### src/rtl/stream_extremum.sv
// stream_extremum: finds the max or min (unsigned or signed) of a stream of len samples,
// with the 0-based index of its first occurrence.
// Ports: start/mode/len launch a search; in_valid/in_data/in_ready form the sample handshake;
// busy, done (1-cycle pulse), empty, result and result_idx report status and outcome.
module stream_extremum #(
  parameter int DATA_W = 8,
  parameter int CNT_W  = 8
) (
  input  logic              clk,
  input  logic              rst,
  input  logic              start,
  input  logic [1:0]        mode,
  input  logic [CNT_W-1:0]  len,
  input  logic              in_valid,
  input  logic [DATA_W-1:0] in_data,
  output logic              in_ready,
  output logic              busy,
  output logic              done,
  output logic              empty,
  output logic [DATA_W-1:0] result,
  output logic [CNT_W-1:0]  result_idx
);

  typedef enum logic [1:0] {S_IDLE, S_RUN, S_DONE} state_t;

  state_t              state_q, state_d;
  logic [CNT_W-1:0]    cnt_q, cnt_d;
  logic [CNT_W-1:0]    len_q, len_d;
  logic [1:0]          mode_q, mode_d;
  logic [DATA_W-1:0]   result_q, result_d;
  logic [CNT_W-1:0]    idx_q, idx_d;
  logic                empty_q, empty_d;

  logic                gt;
  logic                lt;
  logic                better;
  logic                accept;

  assign accept = (state_q == S_RUN) && in_valid;

  // Strict comparisons only, so an equal later sample never displaces the first one.
  always_comb begin
    gt = 1'b0;
    lt = 1'b0;
    if (mode_q[1]) begin
      gt = $signed(in_data) > $signed(result_q);
      lt = $signed(in_data) < $signed(result_q);
    end else begin
      gt = in_data > result_q;
      lt = in_data < result_q;
    end
    better = mode_q[0] ? lt : gt;
  end

  always_comb begin
    state_d  = state_q;
    cnt_d    = cnt_q;
    len_d    = len_q;
    mode_d   = mode_q;
    result_d = result_q;
    idx_d    = idx_q;
    empty_d  = empty_q;
    case (state_q)
      S_IDLE: begin
        if (start) begin
          len_d  = len;
          mode_d = mode;
          cnt_d  = '0;
          if (len == '0) begin
            state_d  = S_DONE;
            result_d = '0;
            idx_d    = '0;
            empty_d  = 1'b1;
          end else begin
            state_d = S_RUN;
            empty_d = 1'b0;
          end
        end
      end
      S_RUN: begin
        if (accept) begin
          // First sample loads unconditionally; result_q still holds the previous search here.
          if ((cnt_q == '0) || better) begin
            result_d = in_data;
            idx_d    = cnt_q;
          end
          cnt_d = cnt_q + CNT_W'(1);
          if (cnt_q == len_q - CNT_W'(1)) begin
            state_d = S_DONE;
          end
        end
      end
      S_DONE: begin
        state_d = S_IDLE;
      end
      default: begin
        state_d = S_IDLE;
      end
    endcase
  end

  always_ff @(posedge clk or posedge rst) begin
    if (rst) begin
      state_q  <= S_IDLE;
      cnt_q    <= '0;
      len_q    <= '0;
      mode_q   <= '0;
      result_q <= '0;
      idx_q    <= '0;
      empty_q  <= 1'b0;
    end else begin
      state_q  <= state_d;
      cnt_q    <= cnt_d;
      len_q    <= len_d;
      mode_q   <= mode_d;
      result_q <= result_d;
      idx_q    <= idx_d;
      empty_q  <= empty_d;
    end
  end

  // All status outputs decode the registered state, so reset clears them immediately.
  assign in_ready   = (state_q == S_RUN);
  assign busy       = in_ready;
  assign done       = (state_q == S_DONE);
  assign empty      = empty_q;
  assign result     = result_q;
  assign result_idx = idx_q;

endmodule

### config.mk
export PLATFORM = sky130hd
export DESIGN_NAME = stream_extremum
export DESIGN_NICKNAME = d
export VERILOG_FILES = /design/src/rtl/stream_extremum.sv
export SDC_FILE = /design/constraint.sdc
export NUM_CORES = 1
export LEC_CHECK = 0
export ABC_CLOCK_PERIOD_IN_PS = 3400
export CAP_MARGIN = 25
export CORE_UTILIZATION = 51
export CTS_CLUSTER_DIAMETER = 100
export DETAILED_ROUTE_END_ITERATION = 16
export MAX_ROUTING_LAYER = met4
export PLACE_DENSITY = 0.8
export SYNTH_ARGS = -nofsm -noshare
export SYNTH_HDL_FRONTEND = slang
export SYNTH_SLANG_ARGS = --single-unit
### constraint.sdc
create_clock -name clk -period 3.4 [get_ports clk]
set_clock_uncertainty 0.1 [all_clocks]
set_input_delay 0.51 -clock clk [delete_from_list [all_inputs] [get_ports clk]]
set_output_delay 0.51 -clock clk [all_outputs]
set_load 0.02 [all_outputs]
## Yosys cells after proc, flatten, opt, wreduce, memory -nomap -nowiden

Cells that the tools add are included.
W data, S select, Z words.

- Bits in registers: 37
- Input port bits: 22
- Output and inout port bits: 20
- Logic and storage cells: 51

- Add/subtract/negate cells: 2
- Order comparisons: 4
- Eq/ne operators: 8
- Mux-type cells: 20
- Reductions and logical operators: 10

Operator list:

| operator | count |
|---|---|
| $mux W8 | 8 |
| $pmux W8 S2 | 3 |
| $gt A8 B8 Y1 | 2 |
| $logic_not A8 Y1 | 2 |
| $lt A8 B8 Y1 | 2 |
| $add A8 B1 Y8 const B | 1 |
| $eq A8 B8 Y1 | 1 |
| $mux W2 | 4 |
| $sub A8 B1 Y8 const B | 1 |
| $ne A2 B1 Y1 const B | 3 |
| $reduce_and A3 Y1 | 2 |
| $reduce_and A5 Y1 | 1 |
| $mux W1 | 4 |
| $ne A2 B2 Y1 const B | 2 |
| $pmux W2 S2 | 1 |
| $eq A2 B1 Y1 const B | 1 |
| $eq A2 B2 Y1 const B | 1 |
| $logic_not A2 Y1 | 1 |
| $reduce_and A2 Y1 | 1 |
| $reduce_bool A2 Y1 | 1 |
| $logic_and A1 B1 Y1 | 1 |
| $logic_or A1 B1 Y1 | 1 |

## Longest topological paths before layout

- Depth in word-level cells: 7
- Mapped depth: 10

## Least setup slack after synthesis

No wires, ideal clock.

- Path type: register -> register
- Start: register result_q[7], in the netlist result[7]
- End: register result_q[0], in the netlist result[0]
- Data arrival time: 2.591 ns
- Setup slack: 0.588 ns
- Stages on the path, launching flop included: 10
- Buffers on the path: 2
- Period minus slack after synthesis: 2.812 ns
- Path through: dfrtp_1 > inv_1 > ha_1 > mux2_4 > o32a_1 > or4b_1 > and2_1 > buf_6 > buf_6 > a32o_1

- Longest elaborated chain between the ends: 6
- Elaborated cells on any way between the ends: 10

Ends and longest elaborated chain:

| what | RTL line | source |
|---|---|---|
| start, declared | 30 | `logic [DATA_W-1:0] result_q, result_d;` |
| start signal, assigned | 116 | `result_q <= result_d;` |
| $gt A8 B8 Y1, or another cell as far along | 49 | `gt = in_data > result_q;` |
| $mux W1 | 45 | `if (mode_q[1]) begin` |
| $mux W1 * | 52 | `better = mode_q[0] ? lt : gt;` |
| $logic_or A1 B1 Y1 * | 83 | `if ((cnt_q == '0) \|\| better) begin` |
| $ne A2 B1 Y1 (no line) * | - |  |
| $reduce_and A5 Y1 (no line) * | - |  |

Every way passes the cells marked *; elsewhere a longest branch is shown, timed or not.
A chain may end at the register's enable or synchronous reset.

## Final worst setup path

- Start: input port in_data[7]
- End: register result_q[1], in the netlist result[1]

- Longest elaborated chain between the ends: 6
- Elaborated cells on any way between the ends: 10

Ends and longest elaborated chain:

| what | RTL line | source |
|---|---|---|
| start, declared | 15 | `input logic [DATA_W-1:0] in_data,` |
| $gt A8 B8 Y1, or another cell as far along | 49 |  |
| $mux W1 | 45 |  |
| $mux W1 * | 52 |  |
| $logic_or A1 B1 Y1 * | 83 |  |
| $ne A2 B1 Y1 (no line) * | - |  |
| $reduce_and A5 Y1 (no line) * | - |  |

Marked as above.

==> metrics.md <==
| Metric | Value |
|---|---|
| Diode count | 0 |
| Cells on Worst Hold Path | 1 |
| FF-to-FF End | result[1] |
| Clock latency on the worst-skew pair | 0.29 ns |
| Port Buf Inserts | 41 |
| Violation count after the first detailed-route iteration | 80 |
| Largest net degree at the start of global routing | 38 |
| Reg2reg setup slack | a little under 0.6 ns |
| Syn avg cell area | ~11 sq um |
| First-pass GRT wire length | 7.044 mm |
| Worst slew pin tran | about 0.64 ns |
| # DRC | 0 |
| Top_reg_cell synth | dfrtp_1 |
| Cells after Synth | about 190 |
| RSZ-0062 raised after global routing | no |
| WP data required | about 3.5 ns |
| Row count | 22 |
| Yosys cell types | 38 |
| Synthesized Nets | about 220 |
| Final hold vios | 0 |
| Fin cells | approximately 280 |
| #FFs+latches synth | 37 |
| Min-delay src | result_idx[7] |
| Routed len/inst | about 15 um |
| Gr ovfl total | 0 |
| Total CTS buffers | 5 |
| Count of final max-slew check failures | 0 |
| # hold bufs at CTS | 0 |
| Die Span Y | ~65 um |
| # H-tree levels | 2 |
| Clk sink count | 37 |
| Root Buffer | clkbuf_8 |
| Area grow syn2layout | 28.62% |
| Routability cong. | ~0.75 |
| Die X | ~65 um |
| Syn. warnings | 0 |
| Worst hold endpoint | result_idx[7] |
| Fin nets | 261 |
| Maximum vdd drop | 0.4919 mV |
| Die Area | roughly 4200 sq um |
| DRT Pass-1 Iters | 4 |
| Worst path arrival time | 3.15 ns |
| Min-Delay Path Class | reg -> reg |
| ANT nets after route | 0 |
| # resized after CTS | 0 |
| Layout cell share with drive strength beyond 1 | 0.09170 |
| Post-CTS setup repair buffer count | 0 |
| Leakage | about 1.1 nW |
| Seq/Total Area, Yosys | 0.4634 |
| Post-route clock period utilization | 0.9028 |
| Effective utilization at floorplan | 0.5377 |
| Vias | ~1600 |
| Initial antenna violation count | 0 |
| Worst R2R Start | result[7] |
| Status | finished, final reports clean |
| Setup TNS | 0 ns |
| Cell count after placement | about 270 |
| Detailed Place HPWL | around 3 mm |
| Clock Tree Buf Depth | 2 |
| Slew HR | 0.5737 |
| EDFF count, synth | 0 |
| Synthesized area | 1998 sq um |
| Ys async rst share | 1.000 |
| Fmax achieved | 325.8 MHz |
| Tmin final | slightly above 3 ns |
| Vias in the first global route | 1482 |
| Total track usage | 0.2314 |
| Type of destination of the critical path | flop |
| Startpoint Class | primary input |
| Maxcap violations | 0 |
| Clk slew on worst S/H paths | roughly 0.070 ns |
| Power Dens Cells | about 880 nW/um^2 |
| WL final | between 4 and 5 mm |
| I/O pins | 42 |
| Final setup viols | 0 |
| Worst Setup Path Type | in -> reg |
| Core Region | between 3000 and 4000 sq um |
| Crit-path max FO | 16 |
| Vias/cell | 5.758 |
| CTS tree | built |
| R2R depth | 7 |
## metal layers
metal | track usage | up-vias | share of wire
li1 | - | 756 | -
met1 | 0.3117 | 785 | 0.47
met2 | 0.3329 | 45 | 0.46
met3 | 0.05986 | 9 | 0.049
met4 | 0.09167 | 0 | 0.024
met5 | - | - | 0
## cell families after synthesis
logic type | count (synthesis) | synth area share
adders and majority gates | 11 | 0.06888
and+or+nand+nor | 52 | 0.1378
AOI/OAI and AO/OA | 34 | 0.1403
xor gates and xnor gates | 17 | 0.07451
muxes | 10 | 0.05823
DFF | 37 | 0.4634
buffers and inverters | 25 | 0.05698
## layout by cell type, fill, tap and decap left out, drive strengths merged
master,count
nand3,3
nor2,12
o21a,1
and4,1
or3,1
nand4,4
o21ai,5
a32o,16
bufinv,1
or4,3
a21boi,2
nor4b,1
nor2b,3
nor3,3
and3,4
o211ai,1
nor4,2
a22o,1
o311ai,1
o41ai,1
and2,3
buf,4
clkdlybuf4s50,41
xor2,6
dfrtp,37
o221ai,1
nand2b,1
or4b,1
xnor2,11
clkbuf,7
o32a,1
a21oi,4
mux2,10
ha,11
nand2,10
inv,15
## stage by stage
stage	area (sq um)	total power, mW	util	worst slack [ns]	hold WS (ns)
2_1_floorplan	1998	1.527	-	0.5875	0.3957
3_3_place_gp	2454	1.840	0.6603	0.07839	0.3786
5_1_grt	2570	2.428	0.6916	0.2142	0.4225
4_1_cts	2570	2.271	0.6916	0.3452	0.3990
6_report	2570	2.267	0.6916	0.3304	0.3980
3_5_place_dp	2454	1.876	0.6603	0.03918	0.3825
## power breakdown
group | internal [mW] | switching [mW] | leakage [nW]
Combinational | 0.550 | 0.557 | 0.574
Clock | 0.239 | 0.154 | 0.0585
Sequential | 0.599 | 0.169 | 0.473
Total | 1.39 | 0.879 | 1.11
## area by class of cell
| class | instances | area (sq um) |
|---|---|---|
| fill | 284 | 1146 |
| multi-input combinational | 124 | 958.4 |
| sequential | 37 | 925.9 |
| timing repair buffer | 45 | 452.9 |
| clock buffer | 7 | 86.33 |
| tap | 48 | 60.06 |
| inverter | 15 | 56.30 |
| clock inverter | 1 | 30.03 |
## synth_stat cells (4+ instances only)
cell type / number / area share
o21ai_0: 5 / 0.013
clkbuf_1: 6 / 0.011
a21oi_1: 4 / 0.010
nand2_1: 10 / 0.019
and3_1: 4 / 0.013
xor2_1: 6 / 0.026
xnor2_1: 11 / 0.048
mux2_2: 9 / 0.051
nor2_1: 12 / 0.023
dfrtp_1: 37 / 0.46
inv_1: 15 / 0.028
nand4_1: 4 / 0.013
ha_1: 11 / 0.069
a32o_1: 16 / 0.080
## worst max-delay path by stage
stage                     startpoint        end  depth (start not counted)
after floorplan            result[7]  result[0]                          9
after global placement    in_data[7]  result[5]                          7
after detailed placement  in_data[7]  result[6]                          7
after CTS                 in_data[7]  result[6]                          7
after global routing      in_data[7]  result[1]                          7
final                     in_data[7]  result[1]                          7
## sequential cells by signal, indices dropped and copies added (netlist names)
signal / cells
cnt_q: 8
len_q: 8
result_idx: 8
empty: 1
result: 8
mode_q: 2
state_q: 2
## critical path, stage by stage
cell	delay [ns]
clkdlybuf4s50_1	0.43
ha_1	0.36
mux2_4	0.31
o32a_1	0.34
or4b_1	0.49
and2_1	0.36
a32o_1	0.33
No activity file was read; power rests on OpenSTA's default activity.
